===== config.mk =====
export PLATFORM = sky130hd
export DESIGN_NAME = clarvi_writeback
export DESIGN_NICKNAME = d
export VERILOG_FILES = /design/src/rtl/clarvi_writeback.sv
export SDC_FILE = /design/constraint.sdc
export NUM_CORES = 1
export LEC_CHECK = 0
export CAP_MARGIN = 5
export CORE_ASPECT_RATIO = 1.1
export CORE_MARGIN = 4
export CORE_UTILIZATION = 53
export CTS_CLUSTER_SIZE = 14
export DETAILED_ROUTE_END_ITERATION = 6
export PLACE_DENSITY = 0.81
export SLEW_MARGIN = 20
export SYNTH_ARGS = -nofsm -noshare
export SYNTH_HDL_FRONTEND = slang
export SYNTH_SLANG_ARGS = --single-unit
export TNS_END_PERCENT = 10

===== constraint.sdc =====
create_clock -name clock -period 7.92 [get_ports clock]
set_clock_uncertainty 0.2 [all_clocks]
set_input_delay 1.188 -clock clock [delete_from_list [all_inputs] [get_ports clock]]
set_output_delay 1.188 -clock clock [all_outputs]
set_load 0.01 [all_outputs]

===== src/rtl/clarvi_writeback.sv =====
// clarvi_writeback: write-back stage merging execute (buffered) and load results into one register-file write port
module clarvi_writeback #(
  parameter int XLEN          = 64,
  parameter int EX_FIFO_DEPTH = 2
) (
  input  logic                             clock,
  input  logic                             reset,
  input  logic                             ex_valid,
  output logic                             ex_ready,
  input  logic [4:0]                       ex_rd,
  input  logic [XLEN-1:0]                  ex_data,
  input  logic                             mem_valid,
  input  logic [4:0]                       mem_rd,
  input  logic [XLEN-1:0]                  mem_data,
  input  logic [2:0]                       mem_funct3,
  input  logic [2:0]                       mem_offset,
  output logic [4:0]                       write_register,
  output logic [XLEN-1:0]                  data_in,
  output logic                             write_enable,
  output logic                             mem_error,
  output logic [$clog2(EX_FIFO_DEPTH):0]   fifo_count
);
  localparam int AW = $clog2(EX_FIFO_DEPTH);
  localparam int CW = AW + 1;
  typedef struct packed {
    logic [4:0]      rd;
    logic [XLEN-1:0] data;
  } entry_t;
  entry_t          fifo_q [EX_FIFO_DEPTH];
  entry_t          fifo_d [EX_FIFO_DEPTH];
  entry_t          head;
  logic [AW-1:0]   head_q, head_d, tail_q, tail_d;
  logic [CW-1:0]   count_q, count_d;
  logic [4:0]      write_register_q, write_register_d;
  logic [XLEN-1:0] data_in_q, data_in_d;
  logic            write_enable_q, write_enable_d;
  logic            mem_error_q, mem_error_d;
  logic            ex_fire, push, pop, reserved;
  logic [7:0]      b_lane;
  logic [15:0]     h_lane;
  logic [31:0]     w_lane;
  logic [XLEN-1:0] load_val;
  // ex_ready depends only on registered occupancy, never on mem_valid
  assign ex_ready = !reset && (count_q < CW'(EX_FIFO_DEPTH));
  assign ex_fire  = ex_valid && ex_ready;
  assign reserved = mem_funct3 == 3'b111;
  assign head     = fifo_q[head_q];
  // Lanes are always naturally aligned: low offset bits below the access size drop out of the shift
  assign b_lane = 8'(mem_data >> {mem_offset, 3'b000});
  assign h_lane = 16'(mem_data >> {mem_offset[2:1], 4'b0000});
  assign w_lane = 32'(mem_data >> {mem_offset[2], 5'b00000});
  // Load result extension by funct3; reserved encoding yields zero and is never written
  always_comb begin
    load_val = '0;
    case (mem_funct3)
      3'b000:  load_val = {{(XLEN-8){b_lane[7]}}, b_lane};
      3'b001:  load_val = {{(XLEN-16){h_lane[15]}}, h_lane};
      3'b010:  load_val = {{(XLEN-32){w_lane[31]}}, w_lane};
      3'b011:  load_val = mem_data;
      3'b100:  load_val = {{(XLEN-8){1'b0}}, b_lane};
      3'b101:  load_val = {{(XLEN-16){1'b0}}, h_lane};
      3'b110:  load_val = {{(XLEN-32){1'b0}}, w_lane};
      default: load_val = '0;
    endcase
  end
  // Write-slot arbitration: load first, then FIFO head, then execute bypass; FIFO push/pop bookkeeping
  always_comb begin
    fifo_d           = fifo_q;
    head_d           = head_q;
    tail_d           = tail_q;
    write_register_d = write_register_q;
    data_in_d        = data_in_q;
    write_enable_d   = 1'b0;
    mem_error_d      = 1'b0;
    push             = 1'b0;
    pop              = 1'b0;
    if (mem_valid) begin
      write_register_d = reserved ? write_register_q : mem_rd;
      data_in_d        = reserved ? data_in_q : load_val;
      write_enable_d   = !reserved && (mem_rd != 5'd0);
      mem_error_d      = reserved;
      push             = ex_fire;
    end else if (count_q != '0) begin
      write_register_d = head.rd;
      data_in_d        = head.data;
      write_enable_d   = head.rd != 5'd0;
      pop              = 1'b1;
      push             = ex_fire;
    end else if (ex_fire) begin
      write_register_d = ex_rd;
      data_in_d        = ex_data;
      write_enable_d   = ex_rd != 5'd0;
    end
    if (push) begin
      fifo_d[tail_q] = '{rd: ex_rd, data: ex_data};
      tail_d         = tail_q + 1'b1;
    end
    head_d  = pop ? head_q + 1'b1 : head_q;
    count_d = count_q + CW'(push) - CW'(pop);
  end
  // State and registered outputs; reset discards queued entries and clears the write port
  always_ff @(posedge clock or posedge reset) begin
    if (reset) begin
      for (int i = 0; i < EX_FIFO_DEPTH; i++) fifo_q[i] <= '0;
      head_q           <= '0;
      tail_q           <= '0;
      count_q          <= '0;
      write_register_q <= '0;
      data_in_q        <= '0;
      write_enable_q   <= 1'b0;
      mem_error_q      <= 1'b0;
    end else begin
      fifo_q           <= fifo_d;
      head_q           <= head_d;
      tail_q           <= tail_d;
      count_q          <= count_d;
      write_register_q <= write_register_d;
      data_in_q        <= data_in_d;
      write_enable_q   <= write_enable_d;
      mem_error_q      <= mem_error_d;
    end
  end
  assign write_register = write_register_q;
  assign data_in        = data_in_q;
  assign write_enable   = write_enable_q;
  assign mem_error      = mem_error_q;
  assign fifo_count     = count_q;
endmodule

Yosys cells after proc, flatten, opt, wreduce, memory -nomap -nowiden --
Index checks and enable logic that the tools add are counted. Widths: inputs -> output; s select.
Storage, ports and cells: input bits 148, bits in registers 213
Operators by class: magnitude comparators 4, multiplexer cells 23, eq/ne operators 8, reductions and logical operators 13, add/sub/neg operators 4, shift operators 3, bitwise gates (word level) 2
Operator list (count):
- $pmux 64 s7 | 1
- $mux 69 | 4
- $mux 64 | 4
- $bwmux 138 | 1
- $demux 69 s1 | 1
- $shr 64x6->16 | 1
- $shr 64x6->32 | 1
- $shr 64x6->8 | 1
- $mux 5 | 4
- $reduce_bool 5->1 | 3
- $eq 3x3->1 const B | 4
- $mux 1 | 8
- $eq 3x2->1 const B | 2
- $ge 2x2->1 const B | 2
- $logic_and 1x1->1 | 4
- $not 1->2 | 2
- $eq 3x1->1 const B | 1
- $logic_not 3->1 | 1
- $reduce_bool 3->1 | 1
- $add 1x1->1 const B | 2
- $add 2x1->2 | 1
- $logic_not 1->1 | 2
- $lt 2x1->1 const B | 1
- $lt 2x2->1 const B | 1
- 4 further kinds | 4

Longest topological paths before layout --
word-level depth 7, gate-level depth with buffers 10, mapped depth without buffers 8

Least setup slack after synthesis --
Ideal clock, no wire load.
kind input port to flip-flop, from input reset, to register data_in_q[33] (netlist: data_in[33]), cell stages on the path 6, buffers on the path 1, slack 0.579 ns, arrival time 7.000 ns, cell sequence inv_1 -> nand3_1 -> clkbuf_1 -> a2bb2oi_1 -> o22ai_1 -> a31oi_1
Between the ends: longest elaborated chain between the ends 5
RTL lines:
- start: declaration | line 7 | input logic reset,
- $logic_not 1->1 (no line)
- $logic_and 1x1->1 | line 44 | assign ex_ready = !reset && (count_q < CW'(EX_FIFO_DEPTH));
- $logic_and 1x1->1 | line 45 | assign ex_fire = ex_valid && ex_ready;
- $reduce_bool 3->1 (no line)
- $reduce_and 2->1 (no line)
- end signal: assignment | line 118 | data_in_q <= data_in_d;
- end: declaration | line 35 | logic [XLEN-1:0] data_in_q, data_in_d;
No other way between the ends. A chain may end at the register's enable or synchronous reset.

Worst setup path in the final report --
from input reset, to register fifo_q[112] (netlist name)
Between the ends: longest elaborated chain between the ends 5
RTL lines:
- $logic_not 1->1 (no line) (*)
- $logic_and 1x1->1 (*) | line 44
- $logic_and 1x1->1 (*) | line 45
- $mux 1 | line 83 | end else if (count_q != '0) begin
- $mux 1 (*) | line 77 | if (mem_valid) begin
- end signal: assignment | line 113 | fifo_q <= fifo_d;
- end: declaration | line 29 | entry_t fifo_q [EX_FIFO_DEPTH];
Mark *: on every way between the ends. The rest lies on a longest branch, timed or not.

==> results.json <==
{
  "avgSynthCellArea_um2": 10.85,
  "drt_iter0_drc": 765,
  "ir_drop_mv": 0.2102,
  "start_util_pct": 54.61,
  "worst_pin_slew_ps": 992.8,
  "cp.buffers_inverters": 2,
  "synth.distinct_cells": 45,
  "cts_resized": 0,
  "grt_usage_pct": 29.02,
  "end_kind": "flop",
  "overflow": 0,
  "min_path_type": "flop to flop",
  "port_buffers": 221,
  "synth_area_um2": 11790,
  "cpPeakStageDelay_ps": 750,
  "die_y_um": 164.4,
  "postCtsHoldBufs": 0,
  "core-area_um2": 21580,
  "syn2layout_area_growth_pct": 26.92,
  "worstSetupPathType": "input pin to flop",
  "syn-instance-count": 1086,
  "slowest_stage": "nor2_4",
  "via_per_inst": 6.379,
  "syn-num-nets": 1236,
  "cp.arrival_ps": 4320,
  "clock.fmax_mhz": 242.5,
  "startpoint_type": "input pin",
  "drive_gt1_share_pct": 19.13,
  "ys_seq_area_share_pct": 45.23,
  "row_count": 56,
  "cts_tree": "built",
  "layout.nets": 1404,
  "drv_cap": 0,
  "dieArea_um2": 24690,
  "clkSinkCount": 213,
  "hold_viol": 0,
  "grt_pass1_wl_mm": 56.16,
  "clock_latency_ps": 510,
  "powerDensity_nw_per_um2": 370.5,
  "fin_tns_setup_ps": 0,
  "cp_max_fo": 42,
  "relSlewSlack_pct": 33.82,
  "post_drt_wl_per_cell_um": 23.31,
  "grt_max_degree": 119,
  "path_delay_family": "simple AND/OR/NAND/NOR gates",
  "antenna_found_initial": 2,
  "h-tree-depth": 1,
  "first_pass_iters": 5,
  "rsz0062_at_grt": "false",
  "grt_pass1_vias": 9946,
  "die_width_um": 150.2,
  "setup_violations": 0,
  "dp_hpwl_mm": 25.22,
  "vias": 9970,
  "final_util_pct": 69.31,
  "final_cell_mix": "clkdlybuf4s50_1 (219), dfrtp_1 (212), mux2_2 (144), mux2i_1 (92), nor2_1 (90)",
  "cts_setup_buffers": 0,
  "clk_pin_slew_worst_paths_ps": 60,
  "synth_edf_count": 0,
  "status": "completed",
  "post-route-min-period_ps": 4123,
  "p_leak_nw": 6.196,
  "ys.flop_type": "dfrtp_1",
  "layout_commonest_cell": "clkdlybuf4s50_1",
  "drt-total-wl_mm": 36.44,
  "cts-buffers-inserted": 24,
  "synth_warnings": 0,
  "crit_chain": "clkdlybuf4s50_1, nand2b_1, nor2_2, o21ai_1, nor2_4, buf_4, mux2_2",
  "ys_seq_elements": 213,
  "clk_root_buffer_cell": "clkbuf_16",
  "ant_nets": 0,
  "ys_async_sr_fraction_pct": 100.0,
  "clockBufferDepth": 3,
  "required_ps": 8120,
  "io_pins": 222,
  "gp_congestion": 0.9812,
  "final-max-slew-violation-count": 0,
  "period_share_pct": 52.06,
  "drc": 0
}
[path summary, 6_finish.rpt]
kind	start	cells after the start	slack [ps]	endpoint
worst max-delay path	reset	7	3800	fifo_q[112]
worst min-delay path	write_register[0]	2	280	write_register[0]
worst max register to register	fifo_count[1]	5	4850	fifo_q[112]
worst min register to register	write_register[0]	2	280	write_register[0]
max in group asynchronous	reset	3	5180	fifo_q[106]
min in group asynchronous	reset	2	1050	fifo_count[0]
[per-layer routing]
metal	wire length [µm]	vias up	track usage (%)
met5	29	-	0
met4	1803	4	12.90
met3	3470	106	6.531
met2	16740	506	45.34
met1	14400	4903	39.00
li1	-	4451	-
[power breakdown]
group,switching [mW],leakage (nW),internal (mW)
Combinational,1.14,3.19,1.26
Sequential,0.363,2.60,1.63
Clock,0.444,0.412,0.703
[cell type report]
cell class                      count  area (µm²)
Antenna cell                        3       7.507
Clock buffer                       33       725.7
Tap cell                          290       362.8
Clock inverter                      9       101.3
Sequential cell                   213        5334
Fill cell                        1606        6623
Timing Repair Buffer              240        2371
Multi-Input combinational cell    770        6030
Inverter                            5       26.28
[worst reg2reg max path, stage by stage, from the launching register on]
cell	delay, ps
dfrtp_1	490
nor2_2	200
o21ai_1	190
nor2_4	750
buf_4	650
mux2_2	480
[Yosys cell counts (all sizes together), types with 12 or more instances]
library cell | count | area (µm²)
mux2 | 145 | 1633
a21oi | 76 | 384.1
a31oi | 32 | 200.2
clkbuf | 62 | 232.7
mux4 | 15 | 337.8
mux2i | 92 | 920.9
a2111oi | 14 | 122.6
buf | 36 | 196.4
nand2 | 51 | 191.4
o22ai | 44 | 275.3
a2bb2oi | 48 | 420.4
o211ai | 12 | 90.09
dfrtp | 213 | 5330
a211oi | 42 | 315.3
o21ai | 49 | 245.2
a221oi | 18 | 220.2
nor2 | 95 | 366.6
[per-stage QoR]
step | instance area, µm² | power, mW | cells | setup slack (ps) | hold slack [ps]
global placement | 14090 | 4.267 | 1517 | 3371 | 261.2
CTS | 14920 | 5.540 | 1559 | 3804 | 282.5
detailed placement | 14090 | 4.372 | 1517 | 3274 | 269.2
floorplan | 11790 | 3.514 | 1086 | 578.9 | 264.0
global route | 14950 | 5.881 | 1560 | 3679 | 309.6
finish | 14960 | 5.543 | 1563 | 3797 | 276.9
[state kept, by name, summed over array words and instances (netlist names)]
signal          cells
tail_q              1
head_q              1
write_register      5
mem_error           1
fifo_count          2
data_in            64
write_enable        1
fifo_q            138
[kinds of logic after synthesis]
logic type | Yosys count | share of synthesized area [%]
XOR/XNOR | 4 | 0.2972
multiplexers | 252 | 24.54
flip-flops | 213 | 45.23
AND/OR/NAND/NOR | 171 | 6.179
buffers and inverters | 103 | 3.801
adder cells (fa/ha/maj) | 2 | 0.2123
AO/OA/AOI/OAI | 341 | 19.75
(Power assumes the default switching activity.)
